===== config.mk =====
export PLATFORM = sky130hd
export DESIGN_NAME = mem_arbiter
export DESIGN_NICKNAME = d
export VERILOG_FILES = /design/src/rtl/mem_arbiter.sv
export SDC_FILE = /design/constraint.sdc
export NUM_CORES = 1
export LEC_CHECK = 0
export CAP_MARGIN = 20
export CELL_PAD_IN_SITES_DETAIL_PLACEMENT = 2
export CELL_PAD_IN_SITES_GLOBAL_PLACEMENT = 2
export CORE_MARGIN = 4
export CORE_UTILIZATION = 27
export CTS_BUF_LIST = sky130_fd_sc_hd__clkbuf_8
export DETAILED_ROUTE_END_ITERATION = 8
export HOLD_SLACK_MARGIN = 0.12
export PLACE_DENSITY = 0.94
export SETUP_SLACK_MARGIN = 0.5
export SYNTH_ARGS = -nofsm -noshare
export SYNTH_HDL_FRONTEND = slang
export SYNTH_SLANG_ARGS = --single-unit

===== constraint.sdc =====
create_clock -name clk -period 2.6 [get_ports clk]
set_input_delay 0.39 -clock clk [delete_from_list [all_inputs] [get_ports clk]]
set_output_delay 0.39 -clock clk [all_outputs]
set_load 0.01 [all_outputs]

===== src/rtl/mem_arbiter.sv =====
// Two-port (CPU / IO) arbiter in front of a single-port synchronous RAM.
// Ties go to the port not served last; loads return data two cycles after the grant.
module mem_arbiter (
    input  logic        clk,
    input  logic        reset,
    input  logic        cpu_req,
    input  logic        cpu_we,
    input  logic [15:0] cpu_addr,
    input  logic [15:0] cpu_wdata,
    output logic        cpu_gnt,
    output logic        cpu_rvalid,
    output logic [15:0] cpu_rdata,
    input  logic        io_req,
    input  logic        io_we,
    input  logic [15:0] io_addr,
    input  logic [15:0] io_wdata,
    output logic        io_gnt,
    output logic        io_rvalid,
    output logic [15:0] io_rdata,
    output logic [15:0] mem_addr,
    output logic [15:0] mem_wdata,
    output logic        mem_we,
    input  logic [15:0] mem_rdata,
    output logic        busy
);

    typedef enum logic [1:0] {IDLE, ACCESS, RDWAIT} state_t;

    localparam logic PORT_IO = 1'b1;

    state_t      state_reg;
    state_t      state_next;
    logic        owner_reg;
    logic        last_owner_reg;
    logic        mem_we_reg;
    logic [15:0] addr_reg;
    logic [15:0] wdata_reg;
    logic        winner;
    logic        start;

    // Port 0 is the CPU, port 1 is IO.
    logic [1:0]  req;
    logic [1:0]  we_in;
    logic [15:0] addr_in  [2];
    logic [15:0] wdata_in [2];
    logic [1:0]  gnt;
    logic [1:0]  rvalid_reg;
    logic [15:0] rdata_reg [2];

    assign req         = {io_req, cpu_req};
    assign we_in       = {io_we, cpu_we};
    assign addr_in[0]  = cpu_addr;
    assign addr_in[1]  = io_addr;
    assign wdata_in[0] = cpu_wdata;
    assign wdata_in[1] = io_wdata;

    always_comb begin
        winner = req[1];
        if (req == 2'b11) begin
            winner = ~last_owner_reg;
        end
    end

    assign start = (state_reg == IDLE) && (|req);

    always_ff @(posedge clk) begin
        if (reset) begin
            state_reg <= IDLE;
        end else begin
            state_reg <= state_next;
        end
    end

    always_comb begin
        state_next = state_reg;
        case (state_reg)
            IDLE:    state_next = start ? ACCESS : IDLE;
            ACCESS:  state_next = mem_we_reg ? IDLE : RDWAIT;
            RDWAIT:  state_next = IDLE;
            default: state_next = IDLE;
        endcase
    end

    always_comb begin
        gnt  = 2'b00;
        busy = (state_reg != IDLE);
        if (state_reg == ACCESS) begin
            gnt[owner_reg] = 1'b1;
        end
    end

    // Request fields are only looked at when leaving IDLE; otherwise the RAM-side
    // registers keep their last values and the write strobe falls after one cycle.
    always_ff @(posedge clk) begin
        if (reset) begin
            owner_reg      <= 1'b0;
            last_owner_reg <= PORT_IO;
            mem_we_reg     <= 1'b0;
            addr_reg       <= 16'h0000;
            wdata_reg      <= 16'h0000;
        end else if (start) begin
            owner_reg      <= winner;
            last_owner_reg <= winner;
            mem_we_reg     <= we_in[winner];
            addr_reg       <= addr_in[winner];
            wdata_reg      <= wdata_in[winner];
        end else begin
            mem_we_reg     <= 1'b0;
        end
    end

    generate
        for (genvar gi = 0; gi < 2; gi++) begin : g_port
            always_ff @(posedge clk) begin
                if (reset) begin
                    rvalid_reg[gi] <= 1'b0;
                    rdata_reg[gi]  <= 16'h0000;
                end else begin
                    rvalid_reg[gi] <= (state_reg == RDWAIT) && (owner_reg == 1'(gi));
                    if ((state_reg == RDWAIT) && (owner_reg == 1'(gi))) begin
                        rdata_reg[gi] <= mem_rdata;
                    end
                end
            end
        end
    endgenerate

    assign mem_addr   = addr_reg;
    assign mem_wdata  = wdata_reg;
    assign mem_we     = mem_we_reg;
    assign cpu_gnt    = gnt[0];
    assign io_gnt     = gnt[1];
    assign cpu_rvalid = rvalid_reg[0];
    assign io_rvalid  = rvalid_reg[1];
    assign cpu_rdata  = rdata_reg[0];
    assign io_rdata   = rdata_reg[1];

endmodule


Word-level counts from Yosys, hierarchy flattened
Memories as Yosys holds them, arrays and structs flattened.
Index checks and enable logic that the tools add are counted.
Widths: inputs -> output; s select.
{"block": "classes", "muxes": 25, "reduce_logical": 8, "order_cmp": 4, "n_eq_ne": 3, "bitwise_logic": 6}
{"op": "$mux 16", "count": 8}
{"op": "$mux 1", "count": 13}
{"op": "$eq 2x2->1 const B", "count": 2}
{"op": "$logic_and 1x1->1", "count": 4}
{"op": "$lt 1x2->1 const B", "count": 2}
{"op": "$mux 2", "count": 2}
{"op": "$pmux 2 s2", "count": 1}
{"op": "$reduce_or 2->1", "count": 2}
{"op": "$not 1->1", "count": 3}
{"op": "$eq 2x1->1 const B", "count": 1}
{"op": "$ge 2x2->1 const B", "count": 1}
{"op": "$logic_not 2->1", "count": 1}
{"op": "$not 1->2", "count": 1}
{"op": "$or 1x1->1", "count": 2}
{"op": "$reduce_bool 2->1", "count": 1}
{"op": "$demux 1 s1", "count": 1}
{"op": "$ge 1x1->1 const B", "count": 1}
{"block": "totals", "ff_bits": 39, "memories": 1, "output_inout_bits": 70, "word_cells": 55, "mem_bits_rw": 32, "in_bits": 86}
{"memory": "rdata_reg", "words": 2, "width": 16, "rd": 2, "rd_ports_with_merged_regs": 0, "write_ports": 2, "line_no": "48", "text": "logic [15:0] rdata_reg [2];"}

Longest topological paths before layout
Gate-level depths: netlist (run 1).
{"block": "logic_depth", "ltp_word": 6, "depth_mapped": 5, "depth_no_buf": 4}

Worst setup path after synthesis (run 1)
OpenSTA, ideal clock, no wires.
{"block": "synth_path", "path_kind": "input port to flip-flop", "start": "input reset", "end": "memory rdata_reg[1][0] (enable)", "required_time_ns": 2.225, "arrival_ns": 1.046, "cell_stages": 2, "setup_ns": 0.375, "n_path_buf": 1, "slack_ns": 1.179, "cell_sequence": "buf_2 nand2b_1"}
{"element": "start: declaration", "line_no": "5", "text": "input logic reset,"}
{"element": "end: declaration", "line_no": "48"}

Final worst setup path (run 1)
{"block": "layout_path", "start": "register state_reg[1]", "end": "output cpu_gnt"}
{"block": "layout_via", "elab_chain_cells": 2}
{"element": "start: declaration", "line_no": "31", "text": "state_t state_reg;"}
{"element": "start signal: assignment", "line_no": "70", "text": "state_reg <= state_next;"}
{"element": "$eq 2x1->1", "line_no": "87", "text": "if (state_reg == ACCESS) begin"}
{"element": "$mux 2", "line_no": "87"}
{"element": "end: declaration", "line_no": "10", "text": "output logic cpu_gnt,"}
Every way passes these cells.

==> tab_implementation.tex, run 1 <==
\begin{tabular}{lr}
\hline
Metric & Value \\
\hline
\multicolumn{2}{l}{\textbf{Place}} \\
\quad Count of buffers inserted at the top-level ports & 155 \\
\quad Final weighted congestion in routability-driven placement & 0.715 \\
\quad Worst slack after detailed placement & 0.124 ns \\
\quad HPWL after detailed placement & 8620 µm \\
\quad Post-placement cell area & 4760 µm² \\
\multicolumn{2}{l}{\textbf{Final layout}} \\
\quad \# nets final & 518 \\
\quad Final Cell Area & 4970 µm² \\
\quad Fraction of layout instances using a drive strength above 1 & 13.3\% \\
\quad Number of flip-flops under the largest register name & 32 \\
\quad Area growth syn-to-layout & 55.1\% \\
\quad Ant diodes & 0 \\
\multicolumn{2}{l}{\textbf{Die}} \\
\quad Placement Rows & 39 \\
\quad Starting density of the core & 27.8\% \\
\quad IO Pins & 156 \\
\quad Core Region & 11500 µm² \\
\quad Die H & 117 µm \\
\quad Die width & 117 µm \\
\quad Area enclosed by the die boundary & 13700 µm² \\
\multicolumn{2}{l}{\textbf{STA}} \\
\quad Setup slack of the critical path after layout & 0.636 ns \\
\quad Tmin final & 1.96 ns \\
\quad Final sum of negative setup slack & 0 ns \\
\quad RSZ-0062 raised after global routing & false \\
\quad Worst Skew & 0.00777 ns \\
\quad Worst hold slack & 0.332 ns \\
\quad Measured slew at the worst slew-check pin & 0.828 ns \\
\quad Total of endpoints with negative setup slack in the final report & 0 \\
\quad Worst rel slew slack & 44.8\% \\
\quad Highest Clock Rate & 509 MHz \\
\quad Final worst path period share & 75.6\% \\
\quad Fin. Hold Viols & 0 \\
\quad Total count of max-transition violations in the final report & 0 \\
\multicolumn{2}{l}{\textbf{Setup path}} \\
\quad Crit. End Element & output port \\
\quad Critical Path, Cell by Cell & nand2b\_1 -> nor2\_1 -> clkdlybuf4s50\_1 \\
\quad Reg-to-reg startpoint & owner\_reg \\
\quad Critical Path RT & 2.21 ns \\
\quad Type of the setup path with the least slack & flop to output port \\
\quad Flop2flop setup slack & 1.07 ns \\
\quad Worst Setup Start Kind & flop \\
\quad WP buf/inv & 1 \\
\quad Maximum fanout along the worst path & 4 \\
\quad Data arrival time of the worst path & 1.57 ns \\
\quad Number of cell instances on the worst register-to-register path & 2 \\
\quad Largest delay contributor family on the critical path & buffers and inverters \\
\quad Critical path's largest stage delay & 0.56 ns \\
\quad Worst reg2reg path endpoint & rdata\_reg[1][15] \\
\quad Highest-delay cell along the critical path & sky130\_fd\_sc\_hd\_\_clkdlybuf4s50\_1 \\
\multicolumn{2}{l}{\textbf{Logic synthesis}} \\
\quad EDFF count, synth & 32 \\
\quad Area of the mapped netlist & 3210 µm² \\
\quad Warnings from Yosys & 0 \\
\quad Flip-flop cell with the highest count after synthesis & sky130\_fd\_sc\_hd\_\_dfxtp\_1 \\
\quad Leading cell types by total area after synthesis & sky130\_fd\_sc\_hd\_\_edfxtp\_1 30\%, sky130\_fd\_sc\_hd\_\_dfxtp\_1 24\%, sky130\_fd\_sc\_hd\_\_a311oi\_2 14\%, sky130\_fd\_sc\_hd\_\_nand2\_1 7.6\%, sky130\_fd\_sc\_hd\_\_and2\_1 6.2\% \\
\quad Cell types with the highest counts after synthesis & 65 x sky130\_fd\_sc\_hd\_\_nand2\_1, 39 x sky130\_fd\_sc\_hd\_\_dfxtp\_1, 32 x sky130\_fd\_sc\_hd\_\_a21oi\_1, 32 x sky130\_fd\_sc\_hd\_\_and2\_1, 32 x sky130\_fd\_sc\_hd\_\_edfxtp\_1 \\
\quad Share of the synthesized area in the top cell type & 30.0\% \\
\quad Synth area leader & sky130\_fd\_sc\_hd\_\_edfxtp\_1 \\
\quad Average footprint of a synthesized cell & 11.4 µm² \\
\quad Syn Nets & 367 \\
\quad Share of async-settable or async-resettable flops after synthesis & 0\% \\
\quad Count of state elements after synthesis & 71 \\
\quad Synthesized instance count & 281 \\
\quad Sequential element share of the synthesized area & 54.3\% \\
\quad Most frequent cell after synthesis & sky130\_fd\_sc\_hd\_\_nand2\_1 \\
\quad Count of distinct cell types in the synthesized netlist & 28 \\
\multicolumn{2}{l}{\textbf{Drt}} \\
\quad DRC violation count after routing & 0 \\
\quad Drt pass-1 iters & 4 \\
\quad Post-Route WL & 11400 µm \\
\quad Post-detailed-route wirelength per cell & 19.7 µm \\
\quad Routed vias & 2760 \\
\quad Via/cell ratio & 4.76 \\
\quad Residual antenna-violating net count after detailed routing & 0 \\
\quad Detailed router's first-iteration violation count & 97 \\
\multicolumn{2}{l}{\textbf{CTS}} \\
\quad TritonCTS clock tree & yes \\
\quad Register clock-pin slew on the reported worst setup and hold paths & 0.08 ns \\
\quad CTS Sinks & 71 \\
\quad CTS max path bufs & 2 \\
\quad Source-to-sink clock delay at the later pin of the worst-skew pair & 0.35 ns \\
\quad Clock tree root driver cell & sky130\_fd\_sc\_hd\_\_clkbuf\_8 \\
\quad Number of buffers inserted by hold repair at cts & 0 \\
\quad H-Tree Level Count & 3 \\
\quad CTS Buf Count & 9 \\
\quad Post-CTS Setup Repair Bufs & 0 \\
\quad CTS-repair resized insts & 0 \\
\multicolumn{2}{l}{\textbf{Pwr}} \\
\quad Share of total power consumed by net switching & 28.1\% \\
\quad Worst-case vdd ir drop & 182 µV \\
\quad Part of the total power dissipated in combinational logic & 24.4\% \\
\quad Areal power density over the cells & 580 nW/µm² \\
\quad Total power consumption of the routed design & 0.00288 W \\
\quad Reported net switching power & 0.000811 W \\
\quad Clock share of power & 30.1\% \\
\quad Leakage power of the design & 1.81 nW \\
\quad Fraction of power consumed by sequential logic & 45.5\% \\
\quad Internal power summed over all cells & 0.00207 W \\
\multicolumn{2}{l}{\textbf{Worst hold path}} \\
\quad Hold Path Class & input port to flop \\
\quad Endpoint of the worst hold-timing path & owner\_reg \\
\quad Hold Path Stages & 2 \\
\quad Hold path start & reset \\
\multicolumn{2}{l}{\textbf{Global route}} \\
\quad Global-route wire length before repair & 16800 µm \\
\quad Vias in the first global route & 3041 \\
\quad Overall Global Routing Usage & 16.5\% \\
\quad Initial antenna violation count & 0 \\
\quad Largest net degree at the start of global routing & 35 \\
\quad Total congestion overflow & 0 \\
\multicolumn{2}{l}{\textbf{Flow run}} \\
\quad Number of max-cap violations & 0 \\
\multicolumn{2}{l}{\textbf{Outcome}} \\
\quad Run status & completed \\
\hline
\end{tabular}
==> power groups by stage <==
stage          clock, W  combinational [W]  sequential (W)
6_report       0.000868           0.000703         0.00131
2_1_floorplan         0           0.000302         0.00137
3_3_place_gp          0           0.000677         0.00133
5_1_grt        0.000951           0.000762         0.00132
3_5_place_dp          0           0.000706         0.00134
4_1_cts        0.000902           0.000710         0.00131
==> layout by cell type, fill, tap and decap left out, types with 3 or more instances in the layout <==
master and n:
sky130_fd_sc_hd__a21oi_1 32, sky130_fd_sc_hd__clkdlybuf4s50_1 154, sky130_fd_sc_hd__a311oi_1 3, sky130_fd_sc_hd__and2_1 32, sky130_fd_sc_hd__clkbuf_8 9, sky130_fd_sc_hd__edfxtp_1 32, sky130_fd_sc_hd__nand2_1 65, sky130_fd_sc_hd__buf_4 7
sky130_fd_sc_hd__nor2_1 5, sky130_fd_sc_hd__a311oi_2 29, sky130_fd_sc_hd__dfxtp_1 39
==> through the flow <==
| stage | utilization [%] | cells |
|---|---|---|
| after detailed placement | 41.4 | 563 |
| after floorplan | - | 281 |
| after global routing | 43.2 | 580 |
| after CTS | 43.0 | 579 |
| final | 43.2 | 580 |
| after global placement | 41.4 | 563 |
==> cells by family after synthesis <==
logic type	after synthesis	synth area share (%)
muxes	1	0.312
AOI/OAI and AO/OA	69	20.9
and+or+nand+nor	115	17.4
DFF	71	54.3
buffers and inverters	25	7.10
==> worst register-to-register path: stages, from the launching register on <==
cell,delay [ns]
sky130_fd_sc_hd__dfxtp_1,0.43
sky130_fd_sc_hd__nand3b_1,0.12
sky130_fd_sc_hd__nand2b_1,0.60
==> per-layer routing <==
layer  vias to the layer above  track usage (%)  wire length (µm)
met1                      1334             18.3              4520
met2                       113             30.5              5920
li1                       1304                -                 -
met5                         -                0                 0
met4                         0             4.82               110
met3                         9             4.73               860
==> how the worst max path moves through the flow <==
stage,cells after the start,slack [ns],endpoint,start
2_1_floorplan,2,1.18,rdata_reg[1][0],reset
3_3_place_gp,4,0.30,mem_wdata[6],cpu_req
3_5_place_dp,4,0.12,mem_wdata[7],cpu_req
4_1_cts,4,0.51,mem_wdata[15],cpu_req
5_1_grt,3,0.51,cpu_gnt,state_reg[0]
6_report,3,0.64,cpu_gnt,state_reg[1]
==> layout make-up <==
class | count | area [µm²]
Clock buffer | 9 | 124
Clock inverter | 7 | 63.8
Fill cell | 1212 | 6550
Inverter | 2 | 7.51
Multi-Input combinational cell | 185 | 1240
Sequential cell | 71 | 1740
Tap cell | 143 | 179
Timing Repair Buffer | 163 | 1620
No activity file was read; power rests on OpenSTA's default activity.
==> run 2, diff against run 1 <==
--- a/config.mk
+++ b/config.mk
@@ -9,11 +9,11 @@
 export CELL_PAD_IN_SITES_DETAIL_PLACEMENT = 2
 export CELL_PAD_IN_SITES_GLOBAL_PLACEMENT = 2
 export CORE_MARGIN = 4
-export CORE_UTILIZATION = 27
+export CORE_UTILIZATION = 25
 export CTS_BUF_LIST = sky130_fd_sc_hd__clkbuf_8
 export DETAILED_ROUTE_END_ITERATION = 8
 export HOLD_SLACK_MARGIN = 0.12
-export PLACE_DENSITY = 0.94
+export PLACE_DENSITY = 0.89
 export SETUP_SLACK_MARGIN = 0.5
 export SYNTH_ARGS = -nofsm -noshare
 export SYNTH_HDL_FRONTEND = slang
==> constraint.sdc (replaced) <==
create_clock -name clk -period 1.9 [get_ports clk]
set_input_delay 0.285 -clock clk [delete_from_list [all_inputs] [get_ports clk]]
set_output_delay 0.285 -clock clk [all_outputs]
set_load 0.01 [all_outputs]
==> run 2 against run 1 <==
Count of clock-buffer cells in the layout unchanged. Design area grew 2.4%. Critical path depth stayed put. Non-clock buffer count increased by 11. First-iteration DRC count grew 34%. Critical endpoint unchanged. Largest power group unchanged.
==> tab_implementation.tex, run 2 (synthesis gave the netlist of run 1 again) <==
\begin{tabular}{lr}
\hline
Metric & Value \\
\hline
\multicolumn{2}{l}{\textbf{Global route}} \\
\quad Total congestion overflow & 0 (unchanged) \\
\quad Initial antenna violation count & 0 (unchanged) \\
\quad Global-route wire length before repair & 19000 µm (+13\%) \\
\quad Overall Global Routing Usage & 17.0\% (+0.49 points) \\
\quad Vias in the first global route & 3313 (+8.9\%) \\
\quad Largest net degree at the start of global routing & 35 (unchanged) \\
\multicolumn{2}{l}{\textbf{Worst hold path}} \\
\quad Hold Path Class & input port to flop \\
\multicolumn{2}{l}{\textbf{Drt}} \\
\quad Routed vias & 2876 (+4.2\%) \\
\quad Residual antenna-violating net count after detailed routing & 0 (unchanged) \\
\quad Post-Route WL & 12400 µm (+8.6\%) \\
\quad Detailed router's first-iteration violation count & 130 (+34\%) \\
\quad Drt pass-1 iters & 4 (unchanged) \\
\quad DRC violation count after routing & 0 (unchanged) \\
\quad Post-detailed-route wirelength per cell & 20.0 µm (+1.4\%) \\
\quad Via/cell ratio & 4.63 (-2.7\%) \\
\multicolumn{2}{l}{\textbf{Die}} \\
\quad Core Region & 12600 µm² (+9.1\%) \\
\quad Starting density of the core & 25.5\% (-2.3 points) \\
\quad Placement Rows & 41 (+5.1\%) \\
\quad IO Pins & 156 (unchanged) \\
\quad Die width & 121 µm (+3.7\%) \\
\quad Area enclosed by the die boundary & 14700 µm² (+7.4\%) \\
\quad Die H & 121 µm (+3.7\%) \\
\multicolumn{2}{l}{\textbf{Place}} \\
\quad HPWL after detailed placement & 8920 µm (+3.5\%) \\
\quad Final weighted congestion in routability-driven placement & 0.766 (+7.1\%) \\
\quad Count of buffers inserted at the top-level ports & 155 (unchanged) \\
\quad Worst slack after detailed placement & -0.378 ns (-0.502 ns) \\
\multicolumn{2}{l}{\textbf{Final layout}} \\
\quad Most common cell after layout, fill and taps aside & sky130\_fd\_sc\_hd\_\_clkdlybuf4s50\_1 \\
\quad Number of filler instances in the final layout & 1353 (+12\%) \\
\quad Ant diodes & 0 (unchanged) \\
\quad Fraction of layout instances using a drive strength above 1 & 17.6\% (+4.3 points) \\
\quad Area growth syn-to-layout & 58.9\% \\
\quad Highest-count cells in the layout ignoring fill and taps & 82 x sky130\_fd\_sc\_hd\_\_clkdlybuf4s50\_1, 66 x sky130\_fd\_sc\_hd\_\_dlygate4sd2\_1, 65 x sky130\_fd\_sc\_hd\_\_nand2\_1 \\
\quad \# nets final & 530 (+2.3\%) \\
\quad Number of flip-flops under the largest register name & 32 (unchanged) \\
\multicolumn{2}{l}{\textbf{STA}} \\
\quad RSZ-0062 raised after global routing & true \\
\quad Tmin final & 1.39 ns \\
\quad Worst Skew & 0.0103 ns (+0.00256 ns) \\
\quad Final worst path period share & 73.1\% \\
\quad Highest Clock Rate & 720 MHz \\
\quad Total of endpoints with negative setup slack in the final report & 0 (unchanged) \\
\quad Total count of max-transition violations in the final report & 0 (unchanged) \\
\quad Worst rel slew slack & 66.1\% (+21 points) \\
\quad Fin. Hold Viols & 0 (unchanged) \\
\quad Setup slack of the critical path after layout & 0.511 ns (-0.124 ns) \\
\quad Measured slew at the worst slew-check pin & 0.507 ns (-0.321 ns) \\
\quad Worst hold slack & 0.403 ns (+0.0702 ns) \\
\multicolumn{2}{l}{\textbf{CTS}} \\
\quad Clock tree root driver cell & sky130\_fd\_sc\_hd\_\_clkbuf\_8 \\
\quad CTS Sinks & 71 (unchanged) \\
\quad H-Tree Level Count & 3 (unchanged) \\
\quad CTS max path bufs & 2 (unchanged) \\
\quad TritonCTS clock tree & yes \\
\quad Source-to-sink clock delay at the later pin of the worst-skew pair & 0.35 ns (about the same) \\
\quad Register clock-pin slew on the reported worst setup and hold paths & 0.08 ns (about the same) \\
\quad CTS Buf Count & 9 (unchanged) \\
\multicolumn{2}{l}{\textbf{Setup path}} \\
\quad Critical Path RT & 1.62 ns (-0.59 ns) \\
\quad Crit. End Element & output port \\
\quad Type of the setup path with the least slack & flop to output port \\
\quad Timing startpoint of the critical path & state\_reg[1] \\
\quad Data arrival time of the worst path & 1.10 ns (-0.47 ns) \\
\quad Worst Setup Start Kind & flop \\
\quad Number of cell instances on the worst register-to-register path & 4 (+2) \\
\quad Worst reg2reg path endpoint & mem\_wdata[6] \\
\quad Flop2flop setup slack & 0.56 ns (-0.51 ns) \\
\quad Termination of the worst setup path & cpu\_gnt \\
\quad Maximum fanout along the worst path & 4 (unchanged) \\
\quad Reg-to-reg startpoint & state\_reg[0] \\
\multicolumn{2}{l}{\textbf{Pwr}} \\
\quad Areal power density over the cells & 750 nW/µm² (+29\%) \\
\quad Worst-case vdd ir drop & 354 µV (+94\%) \\
\quad Leakage power of the design & 2.10 nW (+16\%) \\
\multicolumn{2}{l}{\textbf{Outcome}} \\
\quad Run status & completed \\
\multicolumn{2}{l}{\textbf{Flow run}} \\
\quad Number of max-cap violations & 0 (unchanged) \\
\hline
\end{tabular}
-- run 2: worst max-delay path, cell delays in order, from the launching register on --
cell	delay [ns]
sky130_fd_sc_hd__dfxtp_4	0.37
sky130_fd_sc_hd__nand2b_4	0.16
sky130_fd_sc_hd__nor2_1	0.09
sky130_fd_sc_hd__buf_2	0.14
-- run 2: worst min-delay path by stage --
| stage | from | to | slack, ns | cells after the start |
|---|---|---|---|---|
| final | reset | io_rvalid | 0.40 | 3 |
| after global routing | reset | cpu_rvalid | 0.41 | 2 |
| after CTS | reset | io_rvalid | 0.38 | 3 |
| after detailed placement | mem_we | state_reg[1] | 0.43 | 1 |
| after global placement | mem_we | state_reg[1] | 0.42 | 1 |
| after floorplan | cpu_addr[14] | mem_addr[14] | 0.44 | 2 |
-- run 2: layout make-up --
| cell class | count | area (µm²) | area share, % |
|---|---|---|---|
| clock inverter | 7 | 41.3 | 0.811 |
| sequential | 71 | 1750 | 34.4 |
| clock buffer | 9 | 124 | 2.43 |
| multi-input combinational | 186 | 1260 | 24.8 |
| tap | 172 | 215 | 4.23 |
| timing repair buffer | 174 | 1690 | 33.2 |
| inverter | 2 | 10.0 | 0.197 |
-- run 2: per-layer routing --
layer	track usage [%]	vias up	wire length [µm]
met2	31.3	111	6460
met3	4.24	13	753
met4	5.81	0	197
met5	0	-	0
met1	18.9	1420	4980
li1	-	1332	-
-- run 2: timing repair --
item                       4_1_cts  5_1_grt
hold buffers                     0        0
buffers inserted                 5        0
pin swaps                        4        2
cloned                           3        0
gates resized for setup         93        8
setup endpoints to repair      119       48
-- run 2: power by group --
group	internal, W	switching [W]
Clock	0.000462	0.000603
Sequential	0.00172	0.0000672
Combinational	0.000484	0.000481
-- run 2: per-stage QoR --
step	cell area [µm²]	cells	util, %	TNS (ns)	power, W
2_1_floorplan	3210	281	-	0	0.00229
3_3_place_gp	4860	597	38.7	-7.29	0.00277
3_5_place_dp	4860	597	38.7	-10.27	0.00282
4_1_cts	5080	621	40.4	0	0.00389
5_1_grt	5090	621	40.5	0	0.00402
6_report	5090	621	40.5	0	0.00382
